[config.mk]
export PLATFORM = sky130hd
export DESIGN_NAME = noc_output_arbiter
export DESIGN_NICKNAME = d
export VERILOG_FILES = /design/src/rtl/noc_output_arbiter.sv
export SDC_FILE = /design/constraint.sdc
export NUM_CORES = 1
export LEC_CHECK = 0
export BUFFER_PORTS_ARGS = -buffer_cell sky130_fd_sc_hd__buf_2
export CAP_MARGIN = 5
export CORE_ASPECT_RATIO = 0.7
export CORE_MARGIN = 2
export CORE_UTILIZATION = 55
export CTS_CLUSTER_SIZE = 16
export DETAILED_ROUTE_END_ITERATION = 10
export MAX_ROUTING_LAYER = met4
export PLACE_DENSITY = 0.87
export SYNTH_ARGS = -nofsm -noshare
export SYNTH_HDL_FRONTEND = slang
export SYNTH_SLANG_ARGS = --single-unit
[constraint.sdc]
create_clock -name clk -period 13.1 [get_ports clk]
set_input_delay 0 -clock clk [delete_from_list [all_inputs] [get_ports clk]]
set_output_delay 0 -clock clk [all_outputs]
set_load 0.01 [all_outputs]
[src/rtl/noc_output_arbiter.sv]
// Wormhole output-port arbiter: round-robin choice among input flit queues,
// grant held from head to tail, popped flit forwarded on a registered link.
module noc_output_arbiter #(
   parameter int N_PORTS = 5,
   parameter int FLIT_W  = 16
) (
   input  logic                      clk,
   input  logic                      rst,
   input  logic [N_PORTS-1:0]        req_i,
   input  logic [N_PORTS*FLIT_W-1:0] data_i,
   input  logic                      ready_i,
   output logic [N_PORTS-1:0]        pop_req_o,
   output logic [FLIT_W-1:0]         data_o,
   output logic                      valid_o,
   output logic [N_PORTS-1:0]        grant_o,
   output logic                      busy_o,
   output logic                      proto_err_o
);

   localparam int PTR_W = (N_PORTS > 1) ? $clog2(N_PORTS) : 1;

   localparam logic S_IDLE   = 1'b0;
   localparam logic S_LOCKED = 1'b1;

   localparam logic [1:0] T_HEAD   = 2'b01;
   localparam logic [1:0] T_TAIL   = 2'b10;
   localparam logic [1:0] T_SINGLE = 2'b11;

   logic              r_state;
   logic [PTR_W-1:0]  r_rr_ptr;
   logic [PTR_W-1:0]  r_owner;
   logic [FLIT_W-1:0] r_data;
   logic              r_valid;
   logic              r_proto_err;

   logic [N_PORTS-1:0] w_eligible;
   logic [N_PORTS-1:0] w_bad_head;
   logic               w_found;
   logic [PTR_W-1:0]   w_winner;
   logic [PTR_W:0]     w_idx;
   logic [PTR_W-1:0]   w_sel;
   logic               w_pop;
   logic [FLIT_W-1:0]  w_sel_flit;
   logic [1:0]         w_sel_type;
   logic [N_PORTS-1:0] w_pop_vec;
   logic [N_PORTS-1:0] w_grant;

   function automatic logic [PTR_W-1:0] f_inc(input logic [PTR_W-1:0] p);
      if (int'(p) == N_PORTS - 1) return '0;
      return p + PTR_W'(1);
   endfunction

   // Type bit FLIT_W-2 is set exactly for head (01) and single (11) flits.
   always_comb begin
      w_eligible = '0;
      w_bad_head = '0;
      for (int k = 0; k < N_PORTS; k++) begin
         w_eligible[k] = req_i[k] &  data_i[k*FLIT_W + FLIT_W - 2];
         w_bad_head[k] = req_i[k] & ~data_i[k*FLIT_W + FLIT_W - 2];
      end
   end

   always_comb begin
      w_found  = 1'b0;
      w_winner = '0;
      w_idx    = '0;
      for (int i = 0; i < N_PORTS; i++) begin
         w_idx = {1'b0, r_rr_ptr} + (PTR_W+1)'(i);
         if (w_idx >= (PTR_W+1)'(N_PORTS)) w_idx = w_idx - (PTR_W+1)'(N_PORTS);
         if (!w_found && w_eligible[w_idx[PTR_W-1:0]]) begin
            w_found  = 1'b1;
            w_winner = w_idx[PTR_W-1:0];
         end
      end
   end

   always_comb begin
      if (r_state == S_IDLE) begin
         w_sel = w_winner;
         w_pop = w_found & ready_i & ~rst;
      end else begin
         w_sel = r_owner;
         w_pop = req_i[r_owner] & ready_i & ~rst;
      end
      w_sel_flit = data_i[int'(w_sel)*FLIT_W +: FLIT_W];
      w_sel_type = w_sel_flit[FLIT_W-1 -: 2];
      w_pop_vec  = w_pop ? (N_PORTS'(1) << w_sel) : '0;
      w_grant    = (r_state == S_LOCKED) ? (N_PORTS'(1) << r_owner) : w_pop_vec;
   end

   always_ff @(posedge clk or posedge rst) begin
      if (rst) begin
         r_state     <= S_IDLE;
         r_rr_ptr    <= '0;
         r_owner     <= '0;
         r_data      <= '0;
         r_valid     <= 1'b0;
         r_proto_err <= 1'b0;
      end else begin
         r_valid <= w_pop;
         if (w_pop) r_data <= w_sel_flit;
         if (r_state == S_IDLE) begin
            if (|w_bad_head) r_proto_err <= 1'b1;
            if (w_pop) begin
               if (w_sel_type == T_SINGLE) begin
                  r_rr_ptr <= f_inc(w_winner);
               end else begin
                  r_state <= S_LOCKED;
                  r_owner <= w_winner;
               end
            end
         end else if (w_pop) begin
            // A head or single inside a locked packet is flagged but still forwarded.
            if (w_sel_type == T_TAIL) begin
               r_state  <= S_IDLE;
               r_rr_ptr <= f_inc(r_owner);
            end else if (w_sel_type == T_HEAD || w_sel_type == T_SINGLE) begin
               r_proto_err <= 1'b1;
            end
         end
      end
   end

   assign pop_req_o   = w_pop_vec;
   assign grant_o     = rst ? '0 : w_grant;
   assign busy_o      = (r_state == S_LOCKED) & ~rst;
   assign data_o      = r_data;
   assign valid_o     = r_valid;
   assign proto_err_o = r_proto_err;

endmodule

==> results.json <==
{
  "critPathKind": "register to register",
  "synth_edf_count": 0,
  "period_share_pct": 44.7,
  "ys_seq_area_share_pct": 18.4,
  "worst_pin_slew_ns": 1.05,
  "max-slew-margin-rel_pct": 29.0,
  "synthSimpleGateAreaFrac_pct": 26.6,
  "root_buffer": "clkbuf_8",
  "violations": "negative hold slack",
  "grt_max_degree": 37,
  "p_sw_share_pct": 57.4,
  "rsz0062_at_grt": "no",
  "synth-compound-area-share_pct": 26.5,
  "cp-end-kind": "register",
  "die_w_um": 98.0,
  "cp_slowest_cell": "o311ai_1",
  "hold_buffers": 0,
  "rows": 23,
  "top_usage_layer": "met1",
  "cts_tree": "built",
  "antenna_violating_nets_post_route": 0,
  "ir_drop_uv": 141,
  "critical_path_arrival_ns": 6.03,
  "critPathMaxStageDelay_ns": 0.86,
  "ys_ff_latch": 25,
  "power_frac_clock_pct": 4.1,
  "grt_pass1_vias": 3494,
  "worst-path-max-fanout": 19,
  "synth_warnings": 0,
  "max_freq_mhz": 171,
  "powerDensity_nw_per_um2": 317,
  "synthArstFlopShare_pct": 100,
  "skew_ns": 0.00636,
  "nFillCells": 491,
  "synth_fp_nets": 544,
  "worstPathCellList": "inv_1 > ha_1 > and3b_1 > a2bb2oi_1 > nor2_1 > o311ai_1 > a21oi_1 > o31ai_1 > o21a_1 > and2_1 > a22oi_4 > nor2b_1 > a311o_1",
  "cts_made_buffers": 3,
  "routed_wl_um": 11500,
  "gr-total-overflow": 0,
  "final_common_cell": "buf_2",
  "startpoint_type": "register",
  "drt_iter0_markers": 443,
  "core_um2": 5840,
  "cts.clk_slew.worst_paths_ns": 0.10,
  "post_drt_wl_per_cell_um": 18.9,
  "grt_pass1_wl_um": 18100,
  "drt_pre_antenna_iters": 5,
  "use_met1_pct": 50.0,
  "cts_sinks": 25,
  "syn_to_final_growth_pct": 17.6,
  "syn_avg_cell_area_um2": 7.73,
  "synth_top_family_by_area": "simple AND/OR/NAND/NOR gates",
  "clk_path_buf_depth": 2,
  "post-place-ws_ns": 7.48,
  "power_frac_seq_pct": 11.8,
  "cts_resized": 0,
  "synth_adder_area_share_pct": 6.11,
  "syn_inst": 440,
  "grtUsageMet3_pct": 7.26,
  "finalPower_mw": 1.27,
  "drive_gt1_share_pct": 26.7,
  "vias": 3948,
  "start_util_pct": 58.2,
  "drcViolationCount": 0,
  "register_area_um2": 626,
  "holdWs_ns": -0.0195,
  "fin_nets": 636,
  "port_buffers": 116,
  "multiInputGateArea_um2": 2550,
  "finalSetupViolCount": 0,
  "post_cts_buffers": 0,
  "hp-class": "input port to asynchronous set/reset pin",
  "finalHoldViolCount": 25,
  "maxCapViolCount": 0,
  "grt_usage_pct": 33.2,
  "synth_ff_type": "dfrtp_1",
  "min_period_ns": 5.85,
  "synthMuxAreaShare_pct": 14.2,
  "slew_violations": 0,
  "ys_types": 73,
  "antenna_found_initial": 0,
  "io_pins": 117,
  "dpl.hpwl_um": 9030,
  "die-area_um2": 6840,
  "p_sw_uw": 728,
  "htreeDepth": 1,
  "status": "finished, violations left",
  "mostFrequentLayoutCells": "buf_2, nand2_1, mux2i_1",
  "p_leak_nw": 1.95,
  "gp_congestion": 1.08,
  "insertion_delay_ns": 0.28,
  "internal_power_uw": 540,
  "yosys.area_share.xor_xnor_pct": 1.29,
  "vias_per_cell": 6.51,
  "combPwrFrac_pct": 84.1,
  "synth_area_um2": 3400,
  "tns_ns": 0,
  "diodes": 0,
  "use_met2_pct": 46.5,
  "required_ns": 13.28,
  "die_h_um": 69.8,
  "layout_setup_ws_ns": 7.25
}
[cells by family after synthesis]
logic type	after synthesis
XOR/XNOR	5
adder cells (fa/ha/maj)	16
flip-flops	25
AND/OR/NAND/NOR	174
multiplexers	47
buffers and inverters	54
AO/OA/AOI/OAI	119
[power by group through the flow]
stage | clock (mW) | sequential [mW] | combinational [mW]
floorplan | 0 | 0.144 | 0.805
global placement | 0 | 0.148 | 1.01
detailed placement | 0 | 0.150 | 1.03
CTS | 0.0511 | 0.148 | 1.04
global route | 0.0540 | 0.154 | 1.16
finish | 0.0516 | 0.150 | 1.07
[through the flow]
step                instances  instance area [um2]  utilization, %
floorplan                 440                 3400               -
global placement          602                 3950            67.6
detailed placement        602                 3950            67.6
CTS                       606                 4000            68.5
global route              606                 4000            68.5
finish                    606                 4000            68.5
[flip-flops by register name, summed over array words and instances (netlist names)]
name,flops
valid_o,1
proto_err_o,1
r_rr_ptr,3
r_owner,3
r_state,1
data_o,16
[synthesized netlist by cell type, types with 5 or more instances]
library cell / count / area [um2]
nand2_1: 65 / 244
mux2i_1: 46 / 460
o21ai_0: 27 / 135
dfrtp_1: 25 / 626
inv_1: 22 / 82.6
nor2_1: 22 / 82.6
clkbuf_1: 18 / 67.6
a32oi_1: 15 / 131
ha_1: 15 / 188
a21oi_1: 13 / 65.1
nor3_1: 13 / 65.1
nand3_1: 12 / 60.1
nand3b_1: 9 / 67.6
a211oi_1: 7 / 52.6
and3_1: 7 / 43.8
nand2b_1: 7 / 43.8
and2_1: 6 / 37.5
buf_2: 6 / 30.0
nor2b_1: 6 / 37.5
a22oi_1: 5 / 37.5
a31oi_1: 5 / 31.3
[layout make-up]
type	instances	share of cell area, %
clock buffers	3	1.03
clock inverters	1	0.219
inverters	23	2.16
multi-input cells	361	63.7
flip-flops and latches	25	15.6
well taps	75	2.35
repair buffers	118	14.9
[path summary, 6_finish.rpt]
check,endpoint,slack [ns],depth (start not counted),from
min in group clk,data_o[8],0.02,3,data_i[72]
worst min register to register,data_o[3],0.48,2,data_o[3]
max in group asynchronous,data_o[7],12.51,2,rst
worst max-delay path,r_rr_ptr[1],7.25,13,r_rr_ptr[1]
worst max register to register,r_rr_ptr[1],7.25,13,r_rr_ptr[1]
worst min-delay path,data_o[3],-0.02,2,rst
[worst max-delay path, delay by kind of cell, from the launching register on]
kind / cells / cell delay [ns]
AND/OR/NAND/NOR: 4 / 1.27
AO/OA/AOI/OAI: 7 / 2.87
buffers and inverters: 1 / 0.31
flip-flops: 1 / 0.78
adder cells (fa/ha/maj): 1 / 0.50
[metal layers]
metal | up-vias | wire length (um)
met5 | - | 0
met4 | 0 | 210
met3 | 31 | 1540
met2 | 271 | 4710
met1 | 1821 | 5020
li1 | 1825 | -
No activity file was read; power rests on OpenSTA's default activity.
